===== config.mk =====
export PLATFORM = sky130hd
export DESIGN_NAME = rv32_decode_exec_unit
export DESIGN_NICKNAME = d
export VERILOG_FILES = /design/src/rtl/rv32_decode_exec_unit.sv
export SDC_FILE = /design/constraint.sdc
export NUM_CORES = 1
export LEC_CHECK = 0
export BUFFER_PORTS_ARGS = -buffer_cell sky130_fd_sc_hd__buf_2
export CORE_MARGIN = 10
export CORE_UTILIZATION = 28
export CTS_CLUSTER_DIAMETER = 200
export DETAILED_ROUTE_END_ITERATION = 8
export PLACE_DENSITY = 0.48
export SYNTH_ARGS = -nofsm -noshare
export SYNTH_HDL_FRONTEND = slang
export SYNTH_SLANG_ARGS = --single-unit

===== constraint.sdc =====
create_clock -name clk -period 4.6 [get_ports clk]
set_clock_uncertainty 0.2 [all_clocks]
set_input_delay 0.92 -clock clk [delete_from_list [all_inputs] [get_ports clk]]
set_output_delay 0.92 -clock clk [all_outputs]
set_load 0.01 [all_outputs]

===== src/rtl/rv32_decode_exec_unit.sv =====
// ---------------------------------------------------------------------------
// rv32_decode_exec_unit
//   Single-cycle RV32I decode plus execute slice. Field extraction, immediate
//   generation and control strobes are combinational. The ALU result and the
//   branch/jump decision are registered, so they appear one clock later.
//
// Ports
//   clk           in   1   rising-edge clock
//   rst           in   1   asynchronous active-low reset (clears registers)
//   instr         in  32   RV32I instruction word
//   pc            in  32   address of instr
//   rs1_data      in  32   register-file read data for rs1
//   rs2_data      in  32   register-file read data for rs2
//   rs1/rs2/rd    out  5   instr[19:15] / instr[24:20] / instr[11:7]
//   imm           out 32   sign-extended immediate for the decoded format
//   lw_en, sw_en, wr_en, sub_en, offset_en, mux_sel
//                 out  1   control strobes
//   alu_out       out 32   registered ALU / address / link result
//   branch_taken  out  1   registered branch or jump decision
// ---------------------------------------------------------------------------
module rv32_decode_exec_unit (
  input  logic        clk,
  input  logic        rst,
  input  logic [31:0] instr,
  input  logic [31:0] pc,
  input  logic [31:0] rs1_data,
  input  logic [31:0] rs2_data,
  output logic [4:0]  rs1,
  output logic [4:0]  rs2,
  output logic [4:0]  rd,
  output logic [31:0] imm,
  output logic        lw_en,
  output logic        sw_en,
  output logic        wr_en,
  output logic        sub_en,
  output logic        offset_en,
  output logic        mux_sel,
  output logic [31:0] alu_out,
  output logic        branch_taken
);

  localparam logic [6:0] OP_R      = 7'b0110011;
  localparam logic [6:0] OP_I      = 7'b0010011;
  localparam logic [6:0] OP_LOAD   = 7'b0000011;
  localparam logic [6:0] OP_STORE  = 7'b0100011;
  localparam logic [6:0] OP_BRANCH = 7'b1100011;
  localparam logic [6:0] OP_LUI    = 7'b0110111;
  localparam logic [6:0] OP_AUIPC  = 7'b0010111;
  localparam logic [6:0] OP_JAL    = 7'b1101111;
  localparam logic [6:0] OP_JALR   = 7'b1100111;

  logic [6:0]  opcode_s;
  logic [2:0]  funct3_s;
  logic [6:0]  funct7_s;
  logic        wr_raw_s;
  logic [31:0] op_b_s;
  logic [31:0] alu_d;
  logic        branch_d;
  logic [31:0] alu_q;
  logic        branch_q;

  assign opcode_s = instr[6:0];
  assign funct3_s = instr[14:12];
  assign funct7_s = instr[31:25];

  assign rs1 = instr[19:15];
  assign rs2 = instr[24:20];
  assign rd  = instr[11:7];

  // Integer ALU shared by register-register and register-immediate forms.
  // The arithmetic shift is kept in its own branch so the signed operand is
  // not turned unsigned by a mixed-sign conditional expression.
  function automatic logic [31:0] alu_op(
    input logic [2:0]  f3,
    input logic [31:0] a,
    input logic [31:0] b,
    input logic        sub,
    input logic        arith
  );
    logic [4:0] shamt;
    shamt = b[4:0];
    case (f3)
      3'b000: begin
        if (sub) alu_op = a - b;
        else     alu_op = a + b;
      end
      3'b001: alu_op = a << shamt;
      3'b010: alu_op = {31'd0, ($signed(a) < $signed(b))};
      3'b011: alu_op = {31'd0, (a < b)};
      3'b100: alu_op = a ^ b;
      3'b101: begin
        if (arith) alu_op = $unsigned($signed(a) >>> shamt);
        else       alu_op = a >> shamt;
      end
      3'b110: alu_op = a | b;
      default: alu_op = a & b;
    endcase
  endfunction

  // Immediate generation, selected purely by opcode.
  always_comb begin
    imm = 32'h0000_0000;
    case (opcode_s)
      OP_I, OP_LOAD, OP_JALR: imm = {{20{instr[31]}}, instr[31:20]};
      OP_STORE:               imm = {{20{instr[31]}}, instr[31:25], instr[11:7]};
      OP_BRANCH:              imm = {{19{instr[31]}}, instr[31], instr[7],
                                     instr[30:25], instr[11:8], 1'b0};
      OP_LUI, OP_AUIPC:       imm = {instr[31:12], 12'h000};
      OP_JAL:                 imm = {{11{instr[31]}}, instr[31], instr[19:12],
                                     instr[20], instr[30:21], 1'b0};
      default:                imm = 32'h0000_0000;
    endcase
  end

  // Control strobe decode. Unsupported funct3 encodings of load, store,
  // JALR and branch leave every strobe low so they behave as NOPs.
  always_comb begin
    lw_en     = 1'b0;
    sw_en     = 1'b0;
    sub_en    = 1'b0;
    offset_en = 1'b0;
    mux_sel   = 1'b0;
    wr_raw_s  = 1'b0;
    case (opcode_s)
      OP_R: begin
        wr_raw_s = 1'b1;
        sub_en   = (funct3_s == 3'b000) && (funct7_s == 7'b0100000);
      end
      OP_I: begin
        wr_raw_s = 1'b1;
        mux_sel  = 1'b1;
      end
      OP_LOAD: begin
        if (funct3_s == 3'b010) begin
          lw_en    = 1'b1;
          wr_raw_s = 1'b1;
          mux_sel  = 1'b1;
        end else begin
          lw_en    = 1'b0;
        end
      end
      OP_STORE: begin
        if (funct3_s == 3'b010) begin
          sw_en   = 1'b1;
          mux_sel = 1'b1;
        end else begin
          sw_en   = 1'b0;
        end
      end
      OP_LUI, OP_AUIPC: wr_raw_s = 1'b1;
      OP_JAL: begin
        wr_raw_s  = 1'b1;
        offset_en = 1'b1;
      end
      OP_JALR: begin
        if (funct3_s == 3'b000) begin
          wr_raw_s  = 1'b1;
          offset_en = 1'b1;
          mux_sel   = 1'b1;
        end else begin
          offset_en = 1'b0;
        end
      end
      OP_BRANCH: begin
        if ((funct3_s != 3'b010) && (funct3_s != 3'b011)) begin
          offset_en = 1'b1;
        end else begin
          offset_en = 1'b0;
        end
      end
      default: wr_raw_s = 1'b0;
    endcase
    // x0 is hardwired to zero, so a write to it is suppressed.
    wr_en = wr_raw_s && (instr[11:7] != 5'd0);
  end

  assign op_b_s = mux_sel ? imm : rs2_data;

  // Execute: next ALU result and branch decision for the current instruction.
  always_comb begin
    alu_d    = 32'h0000_0000;
    branch_d = 1'b0;
    case (opcode_s)
      OP_R:     alu_d = alu_op(funct3_s, rs1_data, op_b_s, sub_en, funct7_s[5]);
      OP_I:     alu_d = alu_op(funct3_s, rs1_data, op_b_s, 1'b0, funct7_s[5]);
      OP_LOAD, OP_STORE: begin
        if (lw_en || sw_en) alu_d = rs1_data + imm;
        else                alu_d = 32'h0000_0000;
      end
      OP_LUI:   alu_d = imm;
      OP_AUIPC: alu_d = pc + imm;
      OP_JAL: begin
        alu_d    = pc + 32'd4;
        branch_d = 1'b1;
      end
      OP_JALR: begin
        if (offset_en) begin
          alu_d    = pc + 32'd4;
          branch_d = 1'b1;
        end else begin
          alu_d    = 32'h0000_0000;
          branch_d = 1'b0;
        end
      end
      OP_BRANCH: begin
        case (funct3_s)
          3'b000:  branch_d = (rs1_data == rs2_data);
          3'b001:  branch_d = (rs1_data != rs2_data);
          3'b100:  branch_d = ($signed(rs1_data) <  $signed(rs2_data));
          3'b101:  branch_d = ($signed(rs1_data) >= $signed(rs2_data));
          3'b110:  branch_d = (rs1_data <  rs2_data);
          3'b111:  branch_d = (rs1_data >= rs2_data);
          default: branch_d = 1'b0;
        endcase
      end
      default: begin
        alu_d    = 32'h0000_0000;
        branch_d = 1'b0;
      end
    endcase
  end

  // Result registers with asynchronous active-low clear.
  always_ff @(posedge clk or negedge rst) begin
    if (!rst) begin
      alu_q    <= 32'h0000_0000;
      branch_q <= 1'b0;
    end else begin
      alu_q    <= alu_d;
      branch_q <= branch_d;
    end
  end

  assign alu_out      = alu_q;
  assign branch_taken = branch_q;

endmodule


==> results.py <==
metrics = {
    "run_status": {
        "run_status": "finished with violations",
        "failing_checks": "setup timing",
    },
    "global_routing": {
        "grt_overflow": 0,
        "first_global_vias": 24779,
        "grt_pass1_wl_um": 172000,
        "antenna_found_initial": 4,
        "largest_net_degree_at_the_start_of_global_routing": 47,
        "grt_usage_pct": 32.7,
    },
    "drt": {
        "drt_pass_1_iters": 6,
        "route.vias.total": 25225,
        "dr.first_iter.drc_count": 2774,
        "number_of_drc_violations_after_detailed_routing": 0,
        "drt_wl_total_um": 122000,
        "drt-wirelength-per-cell_um": 28.4,
        "via_per_inst": 5.86,
        "detail-route-antenna-nets": 0,
    },
    "placed_design": {
        "placement.io_buffers": 215,
        "hpwl_um": 99800,
        "preCtsSetupSlack_ns": -1.57,
        "place_congestion": 1.04,
    },
    "floorplan": {
        "floorplan.rows": 90,
        "floorplan.io_pins": 216,
        "coreArea_um2": 60100,
        "die-width_um": 266,
        "chipHeight_um": 266,
        "design.die.area_um2": 70800,
        "start_util_pct": 28.2,
    },
    "synth": {
        "post-synth-top-area-cell": "sky130_fd_sc_hd__ha_1",
        "post_synth_arst_share_pct": 100,
        "netlist_top_cells_count": "241 x sky130_fd_sc_hd__a21oi_1, 203 x sky130_fd_sc_hd__nand2_1, 181 x sky130_fd_sc_hd__ha_1",
        "post_synth_main_area_contributors": "sky130_fd_sc_hd__ha_1 13%, sky130_fd_sc_hd__mux2i_1 7.2%, sky130_fd_sc_hd__a21oi_1 7.1%",
        "synthCells": 2472,
        "synth_most_common_cell": "sky130_fd_sc_hd__a21oi_1",
        "post_syn_nets": 2784,
        "synth.top_cell.area_share_pct": 13.4,
        "synth_area_per_cell_um2": 6.86,
        "synth_top_flop_cell": "sky130_fd_sc_hd__dfrtp_1",
        "synth_edf_count": 0,
        "synth_seq_area_share_pct": 4.87,
        "yosysWarningCount": 0,
        "post_synth_num_cell_types": 97,
        "ys_seq_elements": 33,
        "syn_area_um2": 17000,
    },
    "sta": {
        "timing.max_slew.rel_slack_pct": 35.3,
        "timing_max_transition_violations_final": 0,
        "grt_setup_unrepaired": "true",
        "worst_hold_slack_ns": 0.530,
        "final-hold-violation-count": 0,
        "max_clock_freq_mhz": 193,
        "final_layout_setup_total_negative_slack_ns": -12.04,
        "timing.final.crit_share_pct": 113,
        "fin_ws_ns": -0.575,
        "final.min_clock_period_ns": 5.18,
        "worst_pin_slew_ns": 0.960,
        "finalSetupViolations": 31,
    },
    "clock_network": {
        "clock_tree.buffer_depth": 2,
        "clock_buffer_count_from_cts": 5,
        "htree_num_levels": 2,
        "clk_pin_slew_ns": 0.08,
        "clkSinkCount": 33,
        "ctsRootBufferMaster": "sky130_fd_sc_hd__clkbuf_16",
        "cts.hold.buffers_added": 0,
        "tritoncts": "done",
    },
    "setup_path": {
        "worst_setup_path_end_kind": "flip-flop",
        "worst-endpoint-required_ns": 4.59,
        "crit_path_category": "input pin to flip-flop",
        "critical_path_fanouts_max": 8,
        "critical_path.startpoint_type": "input pin",
        "worst_ep_arrival_time_ns": 5.16,
    },
    "power_and_ir_drop": {
        "power.density_cell_area_nw_per_um2": 134,
        "vdd.ir_drop.worst_uv": 136,
        "leakage_nw": 14.2,
    },
    "cells_and_area": {
        "post_route_cells_drive_above_1_share_pct": 47.3,
        "antennaDiodeCount": 0,
        "fin_nets": 3834,
        "area.growth.synth_to_final_pct": 73.0,
    },
    "flow_run": {
        "max_capacitance_violation_count": 0,
    },
    "hold_path": {
        "worstHoldPathType": "input pin to asynchronous set/reset pin",
    },
}
==> metal layers <==
metal | vias to the layer above | GRT usage [%] | share of wire, %
met4 | 4 | 14.4 | 5.2
met1 | 12335 | 43.0 | 42
met5 | - | 0 | 0.025
met3 | 238 | 4.68 | 7.9
met2 | 1228 | 52.1 | 44
li1 | 11420 | - | -
==> registers in the layout (all words and copies together) (netlist names) <==
register	cells
alu_out	32
branch_taken	1
==> layout make-up <==
cell class / instances / area, um^2
Multi-Input combinational cell: 2109 / 17600
Timing Repair Buffer: 1219 / 9210
Clock inverter: 1 / 5.00
Sequential cell: 33 / 826
Inverter: 154 / 606
Clock buffer: 7 / 153
Fill cell: 5979 / 30800
Tap cell: 782 / 978
==> cell usage in the layout (no fill, tap or decap), drive strengths merged, types with 33 or more instances in the layout <==
cell | synthesis | layout
nand3 | 63 | 63
mux2i | 124 | 124
o21ai | 148 | 148
xor2 | 45 | 45
inv | 152 | 153
a21o | 94 | 94
dfrtp | 33 | 33
xnor2 | 79 | 79
a21oi | 243 | 243
ha | 181 | 181
nand2 | 203 | 203
a211oi | 96 | 96
nor2 | 177 | 177
buf | 59 | 1217
nor3 | 62 | 62
==> report_power, final <==
part | switching [mW] | internal (mW)
combinational | 1.75 | 1.44
sequential | 0.00750 | 0.299
clock | 0.194 | 0.232
==> kinds of logic (layout without fill, tap and decap cells) <==
logic type / count (synthesis) / in the layout / synth area share (%)
DFF: 33 / 33 / 4.87
muxes: 138 / 138 / 8.76
AOI/OAI and AO/OA: 964 / 964 / 38.7
xor gates and xnor gates: 124 / 124 / 6.40
adders and majority gates: 184 / 184 / 13.6
and+or+nand+nor: 698 / 699 / 19.7
buffers and inverters: 331 / 1381 / 8.02
==> worst max-delay path, stage by stage <==
cell and delay (ns):
sky130_fd_sc_hd__buf_6 0.09, sky130_fd_sc_hd__or4bb_4 0.56, sky130_fd_sc_hd__buf_6 0.15, sky130_fd_sc_hd__a211oi_4 0.16, sky130_fd_sc_hd__buf_6 0.16, sky130_fd_sc_hd__nor2_4 0.07, sky130_fd_sc_hd__inv_4 0.10, sky130_fd_sc_hd__buf_6 0.11
sky130_fd_sc_hd__a21oi_4 0.08, sky130_fd_sc_hd__buf_6 0.13, sky130_fd_sc_hd__buf_6 0.10, sky130_fd_sc_hd__buf_6 0.10, sky130_fd_sc_hd__buf_8 0.13, sky130_fd_sc_hd__inv_12 0.10, sky130_fd_sc_hd__buf_16 0.18, sky130_fd_sc_hd__mux2i_4 0.31
sky130_fd_sc_hd__mux2i_4 0.13, sky130_fd_sc_hd__mux4_2 0.54, sky130_fd_sc_hd__a22o_1 0.23, sky130_fd_sc_hd__o221a_4 0.26, sky130_fd_sc_hd__or4_1 0.52
==> through the flow <==
stage          utilization (%)  instance area [um^2]  cells  power, mW
2_1_floorplan                -                 17300   2472       1.53
3_3_place_gp              42.2                 25400   4197       2.90
3_5_place_dp              42.2                 25400   4197       2.90
4_1_cts                   46.0                 27700   4261       3.61
5_1_grt                   48.8                 29300   4305       4.08
6_report                  48.8                 29300   4305       3.93
==> repair_timing <==
| item | in CTS | in global routing |
|---|---|---|
| buffers inserted | 55 | 62 |
| resized for setup | 349 | 278 |
| endpoints found under the setup margin | 32 | 32 |
| pin swaps | 126 | 156 |
| cloned | 4 | 3 |
==> worst max path at each step <==
stage             start  cells past startpoint           to  slack (ns)
2_1_floorplan  instr[2]                     22  alu_out[30]       -1.22
5_1_grt        instr[3]                     24  alu_out[20]       -0.68
6_report       instr[3]                     21   alu_out[8]       -0.58
4_1_cts        instr[3]                     22  alu_out[26]       -0.54
3_3_place_gp   instr[2]                     24  alu_out[27]       -1.62
3_5_place_dp   instr[2]                     23  alu_out[27]       -1.57
No activity file was read; power rests on OpenSTA's default activity.
